===== src/rtl/binary_source_pkg.sv =====
// Shared types and helpers for the binary_source stimulus block.
package binary_source_pkg;

  // Button FSM states; REPEAT is reachable only with BINARY_SOURCE_AUTO_STEP_EN
  typedef enum logic [1:0] {
    IDLE    = 2'd0,
    PRESSED = 2'd1,
    REPEAT  = 2'd2
  } btn_state_t;

  // Number of flops in every input synchronizer chain
  localparam int SYNC_STAGES = 2;

  // Bits needed for a counter that runs 0 .. cycles-1 (never narrower than 1)
  function automatic int cntWidth(input int cycles);
    int w;
    w = $clog2(cycles);
    if (w < 1) begin
      w = 1;
    end
    return w;
  endfunction

endpackage


===== src/rtl/button_debounce.sv =====
// Synchronizes one raw active-low button, inverts it to pressed-high,
// debounces the level and emits a one-cycle pulse on each accepted press.
module button_debounce #(
  parameter int DEBOUNCE_CYCLES = 500000
) (
  input  logic clk,
  input  logic rst_n,
  input  logic btn_n,
  output logic level,
  output logic press
);
  import binary_source_pkg::*;

  localparam int CW = cntWidth(DEBOUNCE_CYCLES);
  localparam logic [CW-1:0] CNT_LAST = CW'(DEBOUNCE_CYCLES - 1);

  logic [SYNC_STAGES-1:0] sync_q;
  logic                   pressedSync;
  logic [CW-1:0]          cnt_q, cnt_d;
  logic                   level_q, level_d;
  logic                   press_q, press_d;

  // Synchronizer chain; resets to the released (high) level
  always_ff @(posedge clk or negedge rst_n) begin
    if (!rst_n) begin
      sync_q <= '1;
    end else begin
      sync_q <= {sync_q[SYNC_STAGES-2:0], btn_n};
    end
  end

  assign pressedSync = ~sync_q[SYNC_STAGES-1];

  // Count consecutive disagreeing cycles; accept the new level on the last one
  always_comb begin
    cnt_d   = '0;
    level_d = level_q;
    press_d = 1'b0;
    if (pressedSync != level_q) begin
      if (cnt_q == CNT_LAST) begin
        level_d = pressedSync;
        press_d = pressedSync;
      end else begin
        cnt_d = cnt_q + CW'(1);
      end
    end
  end

  // Debounce state registers
  always_ff @(posedge clk or negedge rst_n) begin
    if (!rst_n) begin
      cnt_q   <= '0;
      level_q <= 1'b0;
      press_q <= 1'b0;
    end else begin
      cnt_q   <= cnt_d;
      level_q <= level_d;
      press_q <= press_d;
    end
  end

  assign level = level_q;
  assign press = press_q;

endmodule


===== src/rtl/binary_source.sv =====
// Board stimulus source: synchronized switches plus debounced step/load
// buttons drive a registered WIDTH-bit value with a one-cycle update pulse.
// Optional macro BINARY_SOURCE_AUTO_STEP_EN adds auto-repeat while step is held.
module binary_source #(
  parameter int WIDTH           = 4,
  parameter int DEBOUNCE_CYCLES = 500000,
  parameter int HOLD_CYCLES     = 25000000,
  parameter int REPEAT_CYCLES   = 10000000
) (
  input  logic             clk,
  input  logic             rst_n,
  input  logic [WIDTH-1:0] sw_in,
  input  logic             btn_step_n,
  input  logic             btn_load_n,
  output logic [WIDTH-1:0] binary_out,
  output logic             update
);
  import binary_source_pkg::*;

  if (WIDTH < 1 || DEBOUNCE_CYCLES < 1 || HOLD_CYCLES < 1 || REPEAT_CYCLES < 1) begin : g_paramCheck
    $error("binary_source: all parameters must be at least 1");
  end

  logic [SYNC_STAGES-1:0][WIDTH-1:0] swSync_q;
  logic [WIDTH-1:0]                  swSync;
  logic                              stepLevel, stepPress;
  logic                              loadLevel, loadPress;
  btn_state_t                        state_q, state_d;
  logic [WIDTH-1:0]                  value_q, value_d;
  logic                              update_q, update_d;

`ifdef BINARY_SOURCE_AUTO_STEP_EN
  localparam int HCW = cntWidth(HOLD_CYCLES);
  localparam int RCW = cntWidth(REPEAT_CYCLES);
  localparam logic [HCW-1:0] HOLD_LAST   = HCW'(HOLD_CYCLES - 1);
  localparam logic [RCW-1:0] REPEAT_LAST = RCW'(REPEAT_CYCLES - 1);

  logic [HCW-1:0] holdCnt_q, holdCnt_d;
  logic [RCW-1:0] repeatCnt_q, repeatCnt_d;
  logic           viaStep_q, viaStep_d;
`endif

  // Switch synchronizer; switches reset to 0
  always_ff @(posedge clk or negedge rst_n) begin
    if (!rst_n) begin
      swSync_q <= '0;
    end else begin
      swSync_q <= {swSync_q[SYNC_STAGES-2:0], sw_in};
    end
  end

  assign swSync = swSync_q[SYNC_STAGES-1];

  button_debounce #(.DEBOUNCE_CYCLES(DEBOUNCE_CYCLES)) u_stepBtn (
    .clk   (clk),
    .rst_n (rst_n),
    .btn_n (btn_step_n),
    .level (stepLevel),
    .press (stepPress)
  );

  button_debounce #(.DEBOUNCE_CYCLES(DEBOUNCE_CYCLES)) u_loadBtn (
    .clk   (clk),
    .rst_n (rst_n),
    .btn_n (btn_load_n),
    .level (loadLevel),
    .press (loadPress)
  );

  // Button FSM: accept one event from IDLE, then wait for both buttons released
  always_comb begin
    state_d  = state_q;
    value_d  = value_q;
    update_d = 1'b0;
`ifdef BINARY_SOURCE_AUTO_STEP_EN
    holdCnt_d   = holdCnt_q;
    repeatCnt_d = repeatCnt_q;
    viaStep_d   = viaStep_q;
`endif
    case (state_q)
      IDLE: begin
        if (loadPress) begin
          value_d  = swSync;
          update_d = 1'b1;
          state_d  = PRESSED;
`ifdef BINARY_SOURCE_AUTO_STEP_EN
          viaStep_d = 1'b0;
`endif
        end else if (stepPress) begin
          value_d  = value_q + WIDTH'(1);
          update_d = 1'b1;
          state_d  = PRESSED;
`ifdef BINARY_SOURCE_AUTO_STEP_EN
          viaStep_d = 1'b1;
          holdCnt_d = '0;
`endif
        end
      end
      PRESSED: begin
        if (!stepLevel && !loadLevel) begin
          state_d = IDLE;
        end
`ifdef BINARY_SOURCE_AUTO_STEP_EN
        else if (viaStep_q && stepLevel) begin
          if (holdCnt_q == HOLD_LAST) begin
            value_d     = value_q + WIDTH'(1);
            update_d    = 1'b1;
            state_d     = REPEAT;
            repeatCnt_d = '0;
          end else begin
            holdCnt_d = holdCnt_q + HCW'(1);
          end
        end else begin
          viaStep_d = 1'b0;
        end
`endif
      end
`ifdef BINARY_SOURCE_AUTO_STEP_EN
      REPEAT: begin
        if (!stepLevel) begin
          state_d = IDLE;
        end else if (repeatCnt_q == REPEAT_LAST) begin
          value_d     = value_q + WIDTH'(1);
          update_d    = 1'b1;
          repeatCnt_d = '0;
        end else begin
          repeatCnt_d = repeatCnt_q + RCW'(1);
        end
      end
`endif
      default: begin
        state_d = IDLE;
      end
    endcase
  end

  // FSM state, value and update registers
  always_ff @(posedge clk or negedge rst_n) begin
    if (!rst_n) begin
      state_q  <= IDLE;
      value_q  <= '0;
      update_q <= 1'b0;
`ifdef BINARY_SOURCE_AUTO_STEP_EN
      holdCnt_q   <= '0;
      repeatCnt_q <= '0;
      viaStep_q   <= 1'b0;
`endif
    end else begin
      state_q  <= state_d;
      value_q  <= value_d;
      update_q <= update_d;
`ifdef BINARY_SOURCE_AUTO_STEP_EN
      holdCnt_q   <= holdCnt_d;
      repeatCnt_q <= repeatCnt_d;
      viaStep_q   <= viaStep_d;
`endif
    end
  end

  assign binary_out = value_q;
  assign update     = update_q;

endmodule

===== config.mk =====
export PLATFORM = sky130hd
export DESIGN_NAME = binary_source
export DESIGN_NICKNAME = d
export VERILOG_FILES = /design/src/rtl/binary_source_pkg.sv /design/src/rtl/button_debounce.sv /design/src/rtl/binary_source.sv
export SDC_FILE = /design/constraint.sdc
export NUM_CORES = 1
export LEC_CHECK = 0
export BUFFER_PORTS_ARGS = -buffer_cell sky130_fd_sc_hd__buf_2
export CAP_MARGIN = 20
export CORE_MARGIN = 2
export CORE_UTILIZATION = 54
export DETAILED_ROUTE_END_ITERATION = 12
export MAX_ROUTING_LAYER = met4
export PLACE_DENSITY = 0.85
export SLEW_MARGIN = 20
export SYNTH_ARGS = -nofsm -noshare
export SYNTH_HDL_FRONTEND = slang
export SYNTH_SLANG_ARGS = --single-unit

===== constraint.sdc =====
create_clock -name clk -period 1.8 [get_ports clk]
set_clock_uncertainty 0.2 [all_clocks]
set_input_delay 0.18 -clock clk [delete_from_list [all_inputs] [get_ports clk]]
set_output_delay 0.18 -clock clk [all_outputs]
set_load 0.005 [all_outputs]

== Word level (Yosys, flattened, before mapping) ==
Cells that the tools add are included.
Storage, ports and cells
  register bits: 61
  input bits: 8
  output and inout bits: 5
  word-level logic and storage cells: 51
Operators by class
  add/subtract/negate cells: 3
  equal/unequal tests: 7
  muxes and demuxes: 17
  bitwise logic cells: 2
  reductions and logical operators: 9
Operators by type and width (number)
  two-way mux 19 bit: 4
  adder 19 x 1 -> 19 bit, second input constant: 2
  == test 19 bit, second input constant: 2
  two-way mux 4 bit: 2
  AND reduction 2 bit: 4
  two-way mux 1 bit: 7
  two-way mux 2 bit: 3
  adder 4 x 1 -> 4 bit, second input constant: 1
  one-hot mux 2 bit (2 select lines): 1
  inequality test 3 x 1 -> 1 bit, second input constant: 1
  == test 2 x 1 -> 1 bit, second input constant: 1
  logical NOT 1 bit: 2
  logical NOT 2 bit: 1
  inequality test 1 bit: 2
  inequality test 2 bit, second input constant: 1
  inverter 1 bit: 2
  nonzero test 2 bit: 1
  logical AND 1 bit: 1

== Depth between registers and ports, before layout ==
  depth after elaboration: 4
  depth in mapped cells: 6
  gate-level depth less buffers: 5

== Modules after synthesis ==
Synthesis repeated with hierarchy kept, for this count alone.
Second synthesis, totals
  cell total of the unflattened synthesis: 260
  area total of the unflattened synthesis: 2736.4 sq um
Modules (own cells, without submodules)
  button_debounce: times used 2, cells each 111, area each 1113.6 sq um, seq. area each 578.1 sq um
  binary_source: times used 1, cells each 38, area each 509.2 sq um, seq. area each 350.3 sq um

== Worst setup path before layout ==
No wires, ideal clock.
  path kind: register to register
  from: register u_loadBtn.cnt_q[6]
  to: register u_loadBtn.cnt_q[1]
  arrival: 1.558 ns
  data required time: 1.480 ns
  path slack: -0.078 ns
  stages on the path, launching flop included: 6
  buffers on the path: 1
  clock period less this slack: 1.878 ns
  cells stage by stage: dfrtp_1 -> clkbuf_1 -> nor4_2 -> nand2_1 -> or4_1 -> and3_1
On the way
  cells in the longest elaborated chain, start to end: 3
Ends and longest elaborated chain
  start: declaration: RTL line button_debounce.sv:19  | logic [CW-1:0] cnt_q, cnt_d;
  start signal: assignment: RTL line button_debounce.sv:56  | cnt_q <= cnt_d;
  == test 19 bit: RTL line button_debounce.sv:40  | if (cnt_q == CNT_LAST) begin
  two-way mux 19 bit: RTL line button_debounce.sv:40
  two-way mux 19 bit: RTL line button_debounce.sv:39  | if (pressedSync != level_q) begin
  net u_loadBtn.cnt_d[1]: RTL line button_debounce.sv:19
The timed path passes the listed nets, and every way through them passes these cells.
A chain may end at the register's enable or synchronous reset.

== Worst setup path in the final report ==
  from: register u_stepBtn.cnt_q[5]
  to: register u_stepBtn.cnt_q[5]
On the way
  cells in the longest elaborated chain, start to end: 3
  elaborated cells between the ends (all ways): 4
  those cells by class: add/sub (1); eq/ne (1); mux (2)
Ends and longest elaborated chain (RTL line)
  start: declaration: button_debounce.sv:19
  start signal: assignment: button_debounce.sv:56
  adder 19 x 1 -> 19 bit / == test 19 bit (equally long branches): button_debounce.sv:44, button_debounce.sv:40
  two-way mux 19 bit *: button_debounce.sv:40
  two-way mux 19 bit *: button_debounce.sv:39
  net u_stepBtn.cnt_d[5]: button_debounce.sv:19
The timed path passes the listed nets; every way through them passes the cells marked *.

==> results.cfg <==
[outcome]
status = finished with violations
violations = negative setup slack

[global_route]
grt_pass1_wl_um = 12600
antenna_found_initial = 0
grt-ovfl-total = 0
grt_util_all_layers_pct = 32.19
grt_max_degree = 23
grt_pass1_vias = 2638

[clock_tree]
htree_levels = 3
cts.reportedPaths.clkPinSlew_ns = 0.08
clk_latency_ns = 0.36
clk_path_buf_depth = 2
clock-sinks = 60
cts_root_buf = clkbuf_8
cts_buffers = 9
cts_tree = yes

[yosys]
netlist_area_sq_um = 2753
synthesis.instances = 260
synth-seq-cells = 60
muxShareOfSynthArea_pct = 0.3636
synthesis.nets = 271
synth_simple_gate_area_share_pct = 25.45
synthDistinctLibCells = 42
avgSynthCellArea_sq_um = 10.59
ys_seq_area_share_pct = 54.73
synth_fa_ha_area_share_pct = 1.364
synth_top_family_by_area = simple AND/OR/NAND/NOR gates
synth_compound_area_share_pct = 6.227
synthXorXnorAreaFrac_pct = 9.545
yosysWarnings = 0

[detailed_routing]
drc_errors = 0
vias = 2629
routed_wl_um = 9016
drt_iter0_markers = 240
antenna_left = 0
viasPerCell = 6.200
dr.pass1.iters = 5
drt-wirelength-per-cell_um = 21.26

[floorplan]
ios = 13
coreArea_sq_um = 4817
die-width_um = 75.40
die_h_um = 75.40
start_util_pct = 57.14
die_area_sq_um = 5684
rows = 25

[timing]
setup_slack_ns = -0.2832
fmax_mhz = 480.0
period_needed_ns = 2.083
max_slew.worst_pin.slew_ns = 0.5401
max_slew_margin_pct = 63.74
setup_viol = 39
rsz0062_at_grt = yes
finalCritPeriodShare_pct = 115.7
hold_viol_final = 0
finalSetupTns_ns = -5.293
maxSlewViolCount = 0

[critical_path]
critPathMaxFanout = 7
worstSetupPathType = flip-flop to flip-flop
crit_slowest_cell = dfrtp_1
critPathMaxStageDelay_ns = 0.47
crit_required_ns = 1.83
worstPathArrival_ns = 2.12
cp-start-kind = flip-flop
rr_worst_depth = 6
cp-end-kind = flip-flop
crit_chain = and4bb_1 > buf_4 > nand4b_1 > o21ai_4 > buf_6 > nor2_2

[layout]
antenna_cells = 0
drive_above_1_share_pct = 44.54
syn_to_final_growth_pct = 44.32
nets = 363

[pwr]
power_density_nw_per_um2 = 707.1
finalPower_mw = 2.809
p_leak_nw = 1.673
peakVddDrop_mv = 0.5915

[place]
dp_slack_ns = -0.07726
portBuffers = 12
place.gp.congestion = 0.9039
dp_hpwl_um = 4559

[min_path]
min_path_type = primary input to async pin

[job]
drv_cap = 0
what timing repair did:
action,4_1_cts,5_1_grt
endpoints found under the setup margin,23,40
buffers inserted,8,7
pin swaps,12,21
hold buffers,7,0
gates cloned,0,1
hold endpoints to repair,64,0
gates resized for setup,22,44
registers in the layout, summed over array words and instances, names as in the netlist:
| name | cells |
|---|---|
| swSync | 4 |
| u_loadBtn.press | 1 |
| swSync_q | 4 |
| state_q | 1 |
| u_stepBtn.cnt_q | 19 |
| u_stepBtn.sync_q | 2 |
| u_stepBtn.press | 1 |
| u_loadBtn.sync_q | 2 |
| u_loadBtn.level | 1 |
| update | 1 |
| u_loadBtn.cnt_q | 19 |
| u_stepBtn.level | 1 |
| binary_out | 4 |
logic make-up (layout without fill, tap and decap cells):
group | Yosys count | after routing
and+or+nand+nor | 123 | 123
DFF | 60 | 60
xor gates and xnor gates | 30 | 30
AOI/OAI and AO/OA | 29 | 29
buffers and inverters | 14 | 111
adders and majority gates | 3 | 3
muxes | 1 | 1
per-stage QoR:
step	cells	area [sq um]	util [%]	hold WS, ns
final	424	3973	82.47	0.1067
after global routing	424	3973	82.47	0.1502
after CTS	416	3729	77.40	0.08019
after detailed placement	385	3316	68.83	-0.08200
after global placement	385	3316	68.83	-0.09018
after floorplan	260	2811	-	-0.3156
Yosys cell counts:
library cell	n	area share, %
a21oi_1	9	1.6
a21oi_2	1	0.32
and2_1	2	0.45
and3_1	5	1.1
and4_1	1	0.32
and4bb_1	1	0.45
buf_2	3	0.55
buf_4	2	0.55
clkbuf_1	3	0.41
dfrtp_1	56	51
dfstp_2	4	3.8
ha_1	3	1.4
inv_1	6	0.82
mux2i_1	1	0.36
nand2_1	14	1.9
nand3_1	13	2.4
nand3_2	1	0.36
nand3_4	1	0.64
nand4_1	10	2.3
nand4_2	3	1.4
nand4b_1	2	0.64
nor2_1	36	4.9
nor3_1	10	1.8
nor3b_1	1	0.27
nor4_1	7	1.6
nor4_2	1	0.45
nor4bb_1	1	0.36
o21ai_0	10	1.8
o21ai_1	2	0.36
o21ai_2	2	0.64
o21bai_1	1	0.27
o31ai_1	2	0.55
o41ai_1	2	0.64
or2_1	2	0.45
or3_1	3	0.68
or3_4	1	0.41
or3b_1	2	0.64
or4_1	3	0.82
or4_4	1	0.41
or4b_1	2	0.73
xnor2_1	25	8.0
xor2_1	5	1.6
worst max-delay path, delay by kind of cell, from the launching register on:
kind | cells | cell delay (ns)
buf+inv | 2 | 0.34
simple gates | 3 | 0.66
compound gates | 1 | 0.31
flops | 1 | 0.47
path summary, 6_finish.rpt:
kind,from,to,slack [ns]
max in group asynchronous,rst_n,u_loadBtn.sync_q[0],0.71
hold reg to reg,swSync_q[2],swSync[2],0.16
setup / recovery,u_stepBtn.cnt_q[5],u_stepBtn.cnt_q[5],-0.28
hold / removal,rst_n,swSync_q[0],0.11
min in group clk,swSync_q[2],swSync[2],0.16
setup reg to reg,u_stepBtn.cnt_q[5],u_stepBtn.cnt_q[5],-0.28
where the power goes:
part	internal [mW]	switching, mW	leakage [nW]
sequential	1.38	0.0230	0.791
clock	0.639	0.595	0.0962
combinational	0.0849	0.0907	0.786
layout by cell type, fill, tap and decap left out, types with 7 or more instances in the layout:
cell,n
xnor2_1,25
nor3_1,7
o21ai_0,9
buf_6,10
nor2_1,25
nor2_4,7
nand2_1,14
dfrtp_1,50
nand4_1,10
nand3_1,11
clkbuf_8,9
dlygate4sd3_1,7
buf_2,12
buf_4,59
cell type report:
cell class	count	area (sq um)
fillers	250	844.6
well taps	67	83.83
flip-flops and latches	60	1514
clock inverters	6	65.06
inverters	6	22.52
clock buffers	10	127.6
multi-input cells	186	1454
repair buffers	89	705.7
layer usage:
layer	part of all wire (%)	wire [um]	track usage [%]
met5	0	0	-
met4	6.7	605	14.81
met3	6.2	557	11.24
met2	52	4720	56.04
met1	35	3132	32.24
No activity file was read; power rests on OpenSTA's default activity.
